## src/rtl/mem_port_arbiter_pkg.sv

```systemverilog
// Shared types and constants for the data-memory port arbiter.
//   mem_req_t        : one latched memory transaction (address, byte enables, store data)
//   arb_state_t      : arbiter FSM state
//   MEM_WAIT_DEFAULT : default watchdog limit in BUSY cycles
package mem_port_arbiter_pkg;

   localparam int MEM_WAIT_DEFAULT = 255;

   typedef struct packed {
      logic [31:0] addr;
      logic [3:0]  we;
      logic [31:0] wdata;
   } mem_req_t;

   typedef enum logic {
      ST_IDLE = 1'b0,
      ST_BUSY = 1'b1
   } arb_state_t;

endpackage

```

## src/rtl/mem_port_arbiter_rr_arbiter.sv

```systemverilog
// Combinational round-robin picker.
//   req        : per-port request vector
//   mask       : ports allowed to compete this cycle (1 = eligible)
//   last_grant : index of the most recently served port; search starts one above it
//   grant      : one-hot winner, all zero when nothing eligible
//   any        : at least one eligible request
module rr_arbiter #(
   parameter int N_PORTS = 2,
   parameter int LG_W    = (N_PORTS > 1) ? $clog2(N_PORTS) : 1
) (
   input  logic [N_PORTS-1:0] req,
   input  logic [N_PORTS-1:0] mask,
   input  logic [LG_W-1:0]    last_grant,
   output logic [N_PORTS-1:0] grant,
   output logic               any
);

   logic [N_PORTS-1:0] eligible;
   logic [LG_W-1:0]    idx;

   always_comb begin
      grant    = '0;
      any      = 1'b0;
      idx      = '0;
      eligible = req & mask;
      // i = N_PORTS wraps back to last_grant itself, so it has lowest priority
      for (int i = 1; i <= N_PORTS; i++) begin
         idx = LG_W'((int'(last_grant) + i) % N_PORTS);
         if (!any && eligible[idx]) begin
            grant[idx] = 1'b1;
            any        = 1'b1;
         end
      end
   end

endmodule

```

## src/rtl/mem_port_arbiter.sv

```systemverilog
// Shares one data-memory port between N_PORTS requesters.
// Round-robin grant, locked until mem_data_valid; a watchdog aborts a
// transaction after MAX_WAIT unacknowledged BUSY cycles.
//   clk, reset        : clock, synchronous active-low reset
//   req_i/addr_i/we_i/wdata_i : per-port request and payload
//   resp_valid_o/resp_err_o/resp_data_o : completion pulse, abort flag, read data
//   gnt_o             : one-hot current owner
//   mem_req/mem_addr/mem_we/mem_data_write : registered memory request
//   mem_data_read/mem_data_valid           : memory response
//
// state   | meaning
// --------+--------------------------------------------------------
// ST_IDLE | no transaction; arbitrate any pending request
// ST_BUSY | transaction owned by gnt_o, waiting for ack or timeout
module mem_port_arbiter
   import mem_port_arbiter_pkg::*;
#(
   parameter int N_PORTS  = 2,
   parameter int MAX_WAIT = MEM_WAIT_DEFAULT
) (
   input  logic                     clk,
   input  logic                     reset,
   input  logic [N_PORTS-1:0]       req_i,
   input  logic [N_PORTS-1:0][31:0] addr_i,
   input  logic [N_PORTS-1:0][3:0]  we_i,
   input  logic [N_PORTS-1:0][31:0] wdata_i,
   output logic [N_PORTS-1:0]       resp_valid_o,
   output logic [N_PORTS-1:0]       resp_err_o,
   output logic [31:0]              resp_data_o,
   output logic [N_PORTS-1:0]       gnt_o,
   output logic                     mem_req,
   output logic [31:0]              mem_addr,
   output logic [3:0]               mem_we,
   output logic [31:0]              mem_data_write,
   input  logic [31:0]              mem_data_read,
   input  logic                     mem_data_valid
);

   localparam int LG_W = (N_PORTS > 1) ? $clog2(N_PORTS) : 1;
   localparam int CW   = $clog2(MAX_WAIT + 1);

   arb_state_t         state_q, state_d;
   logic [N_PORTS-1:0] gnt_q;
   logic [LG_W-1:0]    last_q;
   logic [LG_W-1:0]    gnt_idx;
   logic [CW-1:0]      cnt_q;
   mem_req_t           mem_q;
   mem_req_t           win;

   logic               busy;
   logic               complete;
   logic               timeout;
   logic               done;
   logic               load;
   logic [N_PORTS-1:0] arb_mask;
   logic [LG_W-1:0]    arb_last;
   logic [N_PORTS-1:0] arb_grant;
   logic               arb_any;

   assign busy     = (state_q == ST_BUSY);
   assign complete = busy && mem_data_valid;
   // an ack in the timeout cycle wins over the abort
   assign timeout  = busy && !mem_data_valid && (cnt_q == CW'(MAX_WAIT));
   assign done     = complete || timeout;

   always_comb begin
      gnt_idx = '0;
      for (int i = 0; i < N_PORTS; i++) begin
         if (gnt_q[i]) gnt_idx = LG_W'(i);
      end
   end

   // On completion the owner's req_i is still high, so mask it out and
   // search from it as if last_grant were already updated.
   assign arb_mask = busy ? ~gnt_q : '1;
   assign arb_last = busy ? gnt_idx : last_q;

   rr_arbiter #(
      .N_PORTS (N_PORTS),
      .LG_W    (LG_W)
   ) u_rr (
      .req        (req_i),
      .mask       (arb_mask),
      .last_grant (arb_last),
      .grant      (arb_grant),
      .any        (arb_any)
   );

   always_comb begin
      win = '0;
      for (int i = 0; i < N_PORTS; i++) begin
         if (arb_grant[i]) begin
            win.addr  = addr_i[i];
            win.we    = we_i[i];
            win.wdata = wdata_i[i];
         end
      end
   end

   always_comb begin
      state_d = state_q;
      load    = 1'b0;
      case (state_q)
         ST_IDLE: begin
            if (arb_any) begin
               load    = 1'b1;
               state_d = ST_BUSY;
            end
         end
         ST_BUSY: begin
            if (done) begin
               if (arb_any) load = 1'b1;
               else         state_d = ST_IDLE;
            end
         end
         default: state_d = ST_IDLE;
      endcase
   end

   always_ff @(posedge clk) begin
      if (!reset) begin
         state_q <= ST_IDLE;
         gnt_q   <= '0;
         last_q  <= LG_W'(N_PORTS - 1);
         cnt_q   <= '0;
         mem_q   <= '0;
      end else begin
         state_q <= state_d;
         if (done) last_q <= gnt_idx;
         if (load) begin
            mem_q <= win;
            gnt_q <= arb_grant;
            cnt_q <= '0;
         end else if (done) begin
            gnt_q <= '0;
         end else if (busy) begin
            cnt_q <= cnt_q + CW'(1);
         end
      end
   end

   // Pulses are suppressed while reset is asserted so an in-flight
   // transaction is dropped silently.
   always_comb begin
      resp_valid_o = '0;
      resp_err_o   = '0;
      resp_data_o  = '0;
      if (reset && done) resp_valid_o = gnt_q;
      if (reset && timeout) resp_err_o = gnt_q;
      if (reset && complete) resp_data_o = mem_data_read;
   end

   assign gnt_o          = gnt_q;
   assign mem_req        = busy;
   assign mem_addr       = mem_q.addr;
   assign mem_we         = mem_q.we;
   assign mem_data_write = mem_q.wdata;

endmodule
```

## config.mk

```make
export PLATFORM = sky130hd
export DESIGN_NAME = mem_port_arbiter
export DESIGN_NICKNAME = d
export VERILOG_FILES = /design/src/rtl/mem_port_arbiter_pkg.sv /design/src/rtl/mem_port_arbiter_rr_arbiter.sv /design/src/rtl/mem_port_arbiter.sv
export SDC_FILE = /design/constraint.sdc
export NUM_CORES = 1
export LEC_CHECK = 0
export CAP_MARGIN = 20
export CORE_MARGIN = 4
export CORE_UTILIZATION = 30
export CTS_CLUSTER_SIZE = 40
export DETAILED_ROUTE_END_ITERATION = 7
export GPL_ROUTABILITY_DRIVEN = 0
export MAX_ROUTING_LAYER = met4
export PLACE_DENSITY = 0.7
export SYNTH_ARGS = -nofsm -noshare
export SYNTH_HDL_FRONTEND = slang
export SYNTH_HIERARCHICAL = 1
export SYNTH_SLANG_ARGS = --single-unit
```

## constraint.sdc

```tcl
create_clock -name clk -period 2.7 [get_ports clk]
set_clock_uncertainty 0.15 [all_clocks]
set_input_delay 0.54 -clock clk [delete_from_list [all_inputs] [get_ports clk]]
set_output_delay 0.54 -clock clk [all_outputs]
set_load 0.03 [all_outputs]
```

### After elaboration in Yosys (flattened, before gate mapping)

Index checks and enable logic that the tools add are counted.

* bitwise operators: 6
* add/sub/neg operators: 3
* order comparisons: 4
* equality and inequality tests: 1
* reductions and logical operators: 15
* muxes and demuxes: 27

Operators by type and width (count)
* two-way mux 68 bit: 2
* two-way mux 32 bit: 1
* two-way mux 2 bit: 7
* two-way mux 1 bit: 13
* logical AND 1 bit: 9
* adder 8 x 1 -> 8 bit, second input constant: 1
* equality test 8 bit, second input constant: 1
* less-than comparator 1 x 2 -> 1 bit, second input constant: 2
* one-hot mux 1 bit (2 select lines): 2
* NOT 1 bit: 3
* adder 1 bit, second input constant: 2
* bitwise AND 2 bit: 1
* demux 1 bit (select 1 bit): 2
* >= comparator 1 bit, second input constant: 2
* zero test 1 bit: 2
* NOT 2 bit: 1
* bitwise OR 2 bit: 1
* AND reduction 2 bit: 1
* nonzero test 2 bit: 1
* OR reduction 2 bit: 1
* logical OR 1 bit: 1

* bits in registers: 80
* output and inout bits: 107
* bits of input ports: 173
* word-level logic and storage cells: 63

### Longest topological paths before layout

Gate-level depths: netlist (run 1).

* word-level depth: 13
* mapped depth: 11
* mapped depth without buffers: 7

### Modules after synthesis

Netlist (run 1), hierarchy kept.

Modules (own cells, without submodules)
* mem_port_arbiter: times used 1, sequential area each 1601.5 µm², cells an instance 446, area an instance 4057.6 µm²
* rr_arbiter: times used 1, sequential area each 0.0 µm², cells an instance 5, area an instance 27.5 µm²

### Worst setup path before layout (run 1)

OpenSTA, ideal clock, no wires.

* path type: input to output
* start: input port reset
* end: output port resp_valid_o[0]
* path slack: 0.450 ns
* buffers on the path: 1
* required time: 2.010 ns
* arrival time: 1.560 ns
* stages on the path: 4
* cells stage by stage: clkbuf_1 > and3_1 > a31oi_1 > nor2b_1

* longest elaborated chain between the ends: 2

Ends and longest elaborated chain
* start: declaration: line mem_port_arbiter.sv:22 `input logic reset,`
* logical AND 1 bit: line mem_port_arbiter.sv:148 `if (reset && done) resp_valid_o = gnt_q;`
* two-way mux 2 bit: line mem_port_arbiter.sv:148
* end: declaration: line mem_port_arbiter.sv:27 `output logic [N_PORTS-1:0] resp_valid_o,`

Every way passes these cells.

### Worst setup path in the final report (run 1)

* start: register cnt_q[0]
* end: output port resp_valid_o[1]

* longest elaborated chain between the ends: 5

Ends and longest elaborated chain
* start: declaration: line mem_port_arbiter.sv:46 `logic [CW-1:0] cnt_q;`
* start signal: assignment: line mem_port_arbiter.sv:137 `cnt_q <= cnt_q + CW'(1);`
* equality test 8 bit: line mem_port_arbiter.sv:63 `assign timeout = busy && !mem_data_valid && (cnt_q == CW'(MAX_WAIT));`
* logical AND 1 bit: line mem_port_arbiter.sv:63
* logical OR 1 bit: line mem_port_arbiter.sv:64 `assign done = complete || timeout;`
* logical AND 1 bit: line mem_port_arbiter.sv:148
* two-way mux 2 bit: line mem_port_arbiter.sv:148

Every way passes these cells.

==> results of run 1 <==
[cell type report]
class | count | area (sq um) | share of cell area
inverters | 1 | 3.75 | 0.000517
multi-input cells | 314 | 2240 | 0.309
well taps | 176 | 220 | 0.0304
clock buffers | 11 | 243 | 0.0335
repair buffers | 288 | 2890 | 0.398
flip-flops and latches | 80 | 1600 | 0.221
clock inverters | 4 | 55.1 | 0.00759
[flip-flops by register name, summed over array words and instances, names as in the netlist]
| signal | flops |
|---|---|
| mem_addr | 32 |
| mem_we | 4 |
| cnt_q | 8 |
| mem_data_write | 32 |
| gnt_o | 2 |
| mem_req | 1 |
| last_q | 1 |
[power breakdown]
group          switching (uW)  leakage (uW)  total (uW)  internal [uW]
Clock                     462      0.000142        1200            739
Sequential               64.2      0.000661        1360           1290
Combinational             605       0.00256        1220            612
Total                    1130       0.00337        3770           2640
[synthesized netlist by cell type]
cell type  count
mux2i_1        1
o21ba_1        1
nand2b_1       1
a31oi_1        2
buf_6          4
nand3_1       73
o21a_1         2
o21ai_2        1
and2_1        33
o311ai_0       2
dfxtp_1       80
nand4_2        1
buf_4          3
nor2b_1        6
o21bai_1       1
nand3b_1       1
buf_2         15
o31a_1         1
a21boi_0       1
and2_4         1
and3_1         3
o2111ai_1      1
nor3b_1        1
clkbuf_2       1
clkbuf_1      33
nand2_1       18
a31o_2         1
or3b_2         1
and4_1         3
a22oi_1       67
o21ai_0        3
o22ai_1        3
o211a_1       68
ha_1           1
nor2_1         6
nand4b_1       4
a21oi_1        4
nor3_1         1
inv_1          1
and2b_1        1
[worst register-to-register path, stage by stage, from the launching register on]
cell	delay, ns
dfxtp_1	0.37
ha_1	0.26
nand4_2	0.21
o21ai_4	0.23
and2_4	0.64
o211a_1	0.28
[path summary, 6_finish.rpt]
check               start              end  slack, ns  cells past startpoint
min          mem_addr[26]     mem_addr[26]       0.34                      1
max              cnt_q[0]  resp_valid_o[1]       0.18                      6
min reg2reg  mem_addr[26]     mem_addr[26]       0.34                      1
max reg2reg      cnt_q[0]     mem_addr[30]       0.50                      5
[layer usage]
| layer | vias to the layer above | part of all wire | global-route usage |
|---|---|---|---|
| li1 | 2201 | - | - |
| met1 | 2146 | 0.40 | 0.206 |
| met2 | 198 | 0.52 | 0.340 |
| met3 | 9 | 0.076 | 0.0557 |
| met4 | 0 | 0.0083 | 0.0393 |
| met5 | - | 0 | - |
[cell families (layout without fill, tap and decap cells)]
family | after synthesis | count (layout) | share of synthesized area
buf+inv | 57 | 304 | 0.0674
simple gates | 154 | 154 | 0.206
flops | 80 | 80 | 0.392
compound gates | 158 | 158 | 0.329
mux | 1 | 1 | 0.00245
fa+ha+maj | 1 | 1 | 0.00306
[stage by stage]
stage                util  power, uW
detailed placement  0.523       2610
floorplan               -       2010
finish              0.546       3770
CTS                 0.546       3830
global placement    0.523       2590
global route        0.546       3970
==> flow_metrics.py, run 1 <==
metrics = {
    "run_status": {
        "run_status": "finished, final reports clean",
    },
    "worst_setup_path": {
        "path_cells": "ha_1 > nand4_2 > nor2_1 > a31oi_1 > nor2b_1 > buf_4",
        "worstSetupEndpointType": "output port",
        "cpPeakStageDelay_ns": 0.37,
        "critPathKind": "reg2out",
        "worstPathMaxFanout": 5,
        "cp.arrival_ns": 1.83,
        "critPathLaunchType": "flip-flop",
        "critPathBufInv": 1,
        "cp.required_ns": 2.01,
        "slowest_stage": "dfxtp_1",
        "crit_family": "simple AND/OR/NAND/NOR gates",
    },
    "place": {
        "hpwl_um": 10700,
        "place_area_sq_um": 6960,
        "portBuffers": 279,
        "dp.cells": 859,
        "dp_slack_ns": 0.148,
    },
    "clock_network": {
        "cts_hold_repair.buffers": 0,
        "clk_pin_slew_ns": 0.06,
        "root_buffer": "clkbuf_16",
        "cts_setup_buffers": 0,
        "cts_buffer_depth": 2,
        "clkSinkCount": 80,
        "h-tree-depth": 3,
        "cts_tree": "yes",
        "ctsResizeCount": 0,
        "clk_latency_ns": 0.33,
        "cts_buffers": 9,
    },
    "route": {
        "avgViaCountPerCell": 5.21,
        "wl_um": 14700,
        "dr.pass1.iters": 4,
        "wl_per_cell_um": 16.8,
        "drcViolationCount": 0,
        "dr.first_iter.drc_count": 219,
        "ant_nets": 0,
        "vias": 4554,
    },
    "global_routing": {
        "antenna_found_initial": 0,
        "gr-total-overflow": 0,
        "grt_pass1_wl_um": 23800,
        "grt_util_all_layers": 0.188,
        "grt_pass1_vias": 4615,
        "grt_max_degree": 92,
    },
    "yosys": {
        "yosys.cell_types.count": 40,
        "synth-seq-cells": 80,
        "synthDominantCellAreaShare": 0.392,
        "synth_area_sq_um": 4090,
        "avgSynthCellArea_sq_um": 9.06,
        "syn_inst": 451,
        "synth.area.top_cells": "dfxtp_1, o211a_1, a22oi_1",
        "yosys_warnings": 6,
        "syn_nets": 625,
        "seq_area_frac_synth": 0.392,
        "synth.largest_area_cell": "dfxtp_1",
    },
    "sta": {
        "setup_slack_ns": 0.177,
        "drv_slew": 0,
        "worst_slew_pin_slew_ns": 0.761,
        "setup_viol": 0,
        "hold_viol_final": 0,
        "fmax_mhz": 396,
        "whs_ns": 0.344,
        "fin_crit_ns": 2.52,
        "fin_tns_setup_ns": 0,
        "relSlewSlack": 0.492,
        "rsz0062_at_grt": "no",
        "finalCritPeriodShare": 0.935,
    },
    "layout": {
        "fin_cells": 874,
        "final_common_cell": "clkdlybuf4s50_1",
        "diodes": 0,
        "layout.nets": 868,
        "finalInstanceArea_sq_um": 7250,
        "layout-area-overhead-vs-synth_pct": 77.6,
        "drive_above_1_share": 0.0974,
        "final_cell_mix": "clkdlybuf4s50_1, dfxtp_1, nand3_1",
        "n_fill_cell": 1216,
    },
    "floorplanning": {
        "die_w_um": 125,
        "rows": 42,
        "initial_core_util": 0.307,
        "io_pins": 280,
        "core-area_sq_um": 13300,
        "die_area_sq_um": 15500,
        "die_y_um": 125,
    },
    "run": {
        "cap_violations": 0,
    },
    "power": {
        "power_density_nw_per_um2": 520,
        "p_leak_uw": 0.00337,
        "ir_worst_vdd_uv": 271,
    },
    "min_path": {
        "hold_class": "reg2reg",
    },
}
(Power assumes the default switching activity.)
==> run 2, diff against run 1 <==
--- a/config.mk
+++ b/config.mk
@@ -6,13 +6,14 @@
 export NUM_CORES = 1
 export LEC_CHECK = 0
 export CAP_MARGIN = 20
+export CORE_ASPECT_RATIO = 0.7
 export CORE_MARGIN = 4
 export CORE_UTILIZATION = 30
 export CTS_CLUSTER_SIZE = 40
 export DETAILED_ROUTE_END_ITERATION = 7
+export DONT_BUFFER_PORTS = 1
 export GPL_ROUTABILITY_DRIVEN = 0
 export MAX_ROUTING_LAYER = met4
-export PLACE_DENSITY = 0.7
 export SYNTH_ARGS = -nofsm -noshare
 export SYNTH_HDL_FRONTEND = slang
 export SYNTH_HIERARCHICAL = 1
==> run 2 against run 1 <==
Register-to-register slack lost 0.25 ns. Setup slack improved by 0.014 ns. Sequential share of layout area grew 13 points. Via count is 23% lower. Global-route usage decreased by 4.1 points. Critical path type unchanged. Clock power increased by 7%. First-iteration DRC count grew 16%. Combinational power shrank 59%. Routed wire length fell by 16%.
==> flow_metrics.py, run 2 (synthesis gave the netlist of run 1 again) <==
metrics = {
    "worst_setup_path": {
        "r2r_slack_ns": 0.25,
        "r2r_start": "mem_req",
        "worstSetupEndpointType": "output port",
        "critPathBufInv": 1,
        "critPathLaunchType": "flip-flop",
        "path_cells": "ha_1 > nand4_2 > nor2_2 > a31oi_1 > nor2b_1 > buf_4",
        "cp.arrival_ns": 1.82,
        "worstPathMaxFanout": 5,
        "slowest_stage": "dfxtp_1",
        "r2r-end": "mem_data_write[9]",
        "cpPeakStageDelay_ns": 0.37,
        "reg2reg_depth": 7,
        "critPathKind": "reg2out",
        "cp.required_ns": 2.01,
        "crit_family": "simple AND/OR/NAND/NOR gates",
    },
    "clock_network": {
        "cts_buffer_depth": 2,
        "h-tree-depth": 3,
        "cts_buffers": 9,
        "clk_pin_slew_ns": 0.06,
        "clk_latency_ns": 0.32,
        "cts_tree": "yes",
        "cts_setup_buffers": 0,
        "clkSinkCount": 80,
        "root_buffer": "clkbuf_16",
    },
    "place": {
        "dp.cells": 591,
        "hpwl_um": 8190,
        "portBuffers": 0,
    },
    "floorplanning": {
        "die_area_sq_um": 15600,
        "die_w_um": 147,
        "die_y_um": 106,
        "rows": 35,
        "initial_core_util": 0.309,
        "io_pins": 280,
        "core-area_sq_um": 13200,
    },
    "power": {
        "power_density_nw_per_um2": 745,
        "total_power_uw": 3360,
        "ir_worst_vdd_uv": 331,
        "p_leak_uw": 0.00223,
    },
    "route": {
        "dr.first_iter.drc_count": 254,
        "dr.pass1.iters": 4,
        "drcViolationCount": 0,
        "wl_per_cell_um": 20.3,
        "wl_um": 12300,
        "avgViaCountPerCell": 5.80,
        "ant_nets": 0,
        "vias": 3517,
    },
    "run": {
        "cap_violations": 0,
    },
    "sta": {
        "relSlewSlack": 0.451,
        "finalCritPeriodShare": 0.930,
        "fin_tns_setup_ns": 0,
        "worst_slew_pin_slew_ns": 0.819,
        "drv_slew": 0,
        "rsz0062_at_grt": "no",
        "setup_viol": 0,
        "fin_crit_ns": 2.51,
        "fmax_mhz": 398,
        "hold_viol_final": 0,
    },
    "layout": {
        "drive_above_1_share": 0.0831,
        "fin_cells": 606,
        "layout.nets": 592,
        "final_cell_mix": "dfxtp_1, nand3_1, o211a_1",
        "layout-area-overhead-vs-synth_pct": 10.3,
        "final_common_cell": "dfxtp_1",
        "diodes": 0,
    },
    "min_path": {
        "holdPathStages": 1,
        "min_to": "last_q",
        "hold_class": "in2reg",
        "worstHoldStart": "reset",
    },
    "global_routing": {
        "antenna_found_initial": 0,
        "grt_pass1_vias": 3401,
        "gr-total-overflow": 0,
        "grt_util_all_layers": 0.147,
        "grt_max_degree": 93,
        "grt_pass1_wl_um": 18100,
    },
    "run_status": {
        "run_status": "finished, final reports clean",
    },
}
run 2: layout make-up:
class	instances	area, sq um
repair buffers	11	108
clock inverters	5	83.8
fillers	1363	8720
flip-flops and latches	80	1600
inverters	1	3.75
well taps	185	231
clock buffers	9	225
multi-input cells	315	2250
run 2: worst max-delay path by stage:
stage | from | depth (start not counted) | to | slack [ns]
detailed placement | mem_req | 7 | mem_data_write[9] | 0.13
global route | mem_req | 7 | mem_data_write[3] | 0.03
CTS | mem_req | 7 | mem_data_write[9] | 0.10
finish | cnt_q[0] | 6 | resp_valid_o[0] | 0.19
floorplan | reset | 4 | resp_valid_o[0] | 0.45
global placement | mem_req | 7 | mem_addr[23] | 0.24
run 2: through the flow:
step | utilization | cell area, sq um | hold WS, ns | setup slack, ns
2_1_floorplan | - | 4090 | 0.339 | 0.450
3_3_place_gp | 0.316 | 4190 | 0.359 | 0.240
3_5_place_dp | 0.316 | 4190 | 0.377 | 0.126
4_1_cts | 0.340 | 4490 | 0.161 | 0.100
5_1_grt | 0.341 | 4510 | 0.167 | 0.0315
6_report | 0.341 | 4510 | 0.200 | 0.190
run 2: power breakdown:
group,internal [uW],total (uW),switching [uW]
registers,1290,1580,289
clock network,801,1280,479
logic,206,495,289
run 2: worst reg2reg max path: cells and delay by family (launching register included):
family | cells | cell delay, ns
flops | 1 | 0.38
buf+inv | 1 | 0.27
simple gates | 2 | 0.66
compound gates | 4 | 0.93
run 2: repair_timing:
item	in CTS	in global routing
hold buffers	0	0
resized for setup	0	1
endpoints found under the setup margin	0	36
run 2: metal layers:
metal,routed length [um],GRT usage,vias to the layer above,part of all wire
li1,-,-,1646,-
met1,5060,0.174,1704,0.41
met2,6150,0.240,158,0.50
met3,1010,0.0524,9,0.082
met4,97,0.0379,0,0.0079
met5,0,-,-,0
==> run 3, diff against run 2 <==
--- a/config.mk
+++ b/config.mk
@@ -5,7 +5,7 @@
 export SDC_FILE = /design/constraint.sdc
 export NUM_CORES = 1
 export LEC_CHECK = 0
-export CAP_MARGIN = 20
+export CAP_MARGIN = 25
 export CORE_ASPECT_RATIO = 0.7
 export CORE_MARGIN = 4
 export CORE_UTILIZATION = 30
@@ -14,6 +14,7 @@
 export DONT_BUFFER_PORTS = 1
 export GPL_ROUTABILITY_DRIVEN = 0
 export MAX_ROUTING_LAYER = met4
+export SLEW_MARGIN = 0
 export SYNTH_ARGS = -nofsm -noshare
 export SYNTH_HDL_FRONTEND = slang
 export SYNTH_HIERARCHICAL = 1
==> results of run 3 <==
Same layout as run 2: the final DEF is identical, and so are final timing and power.
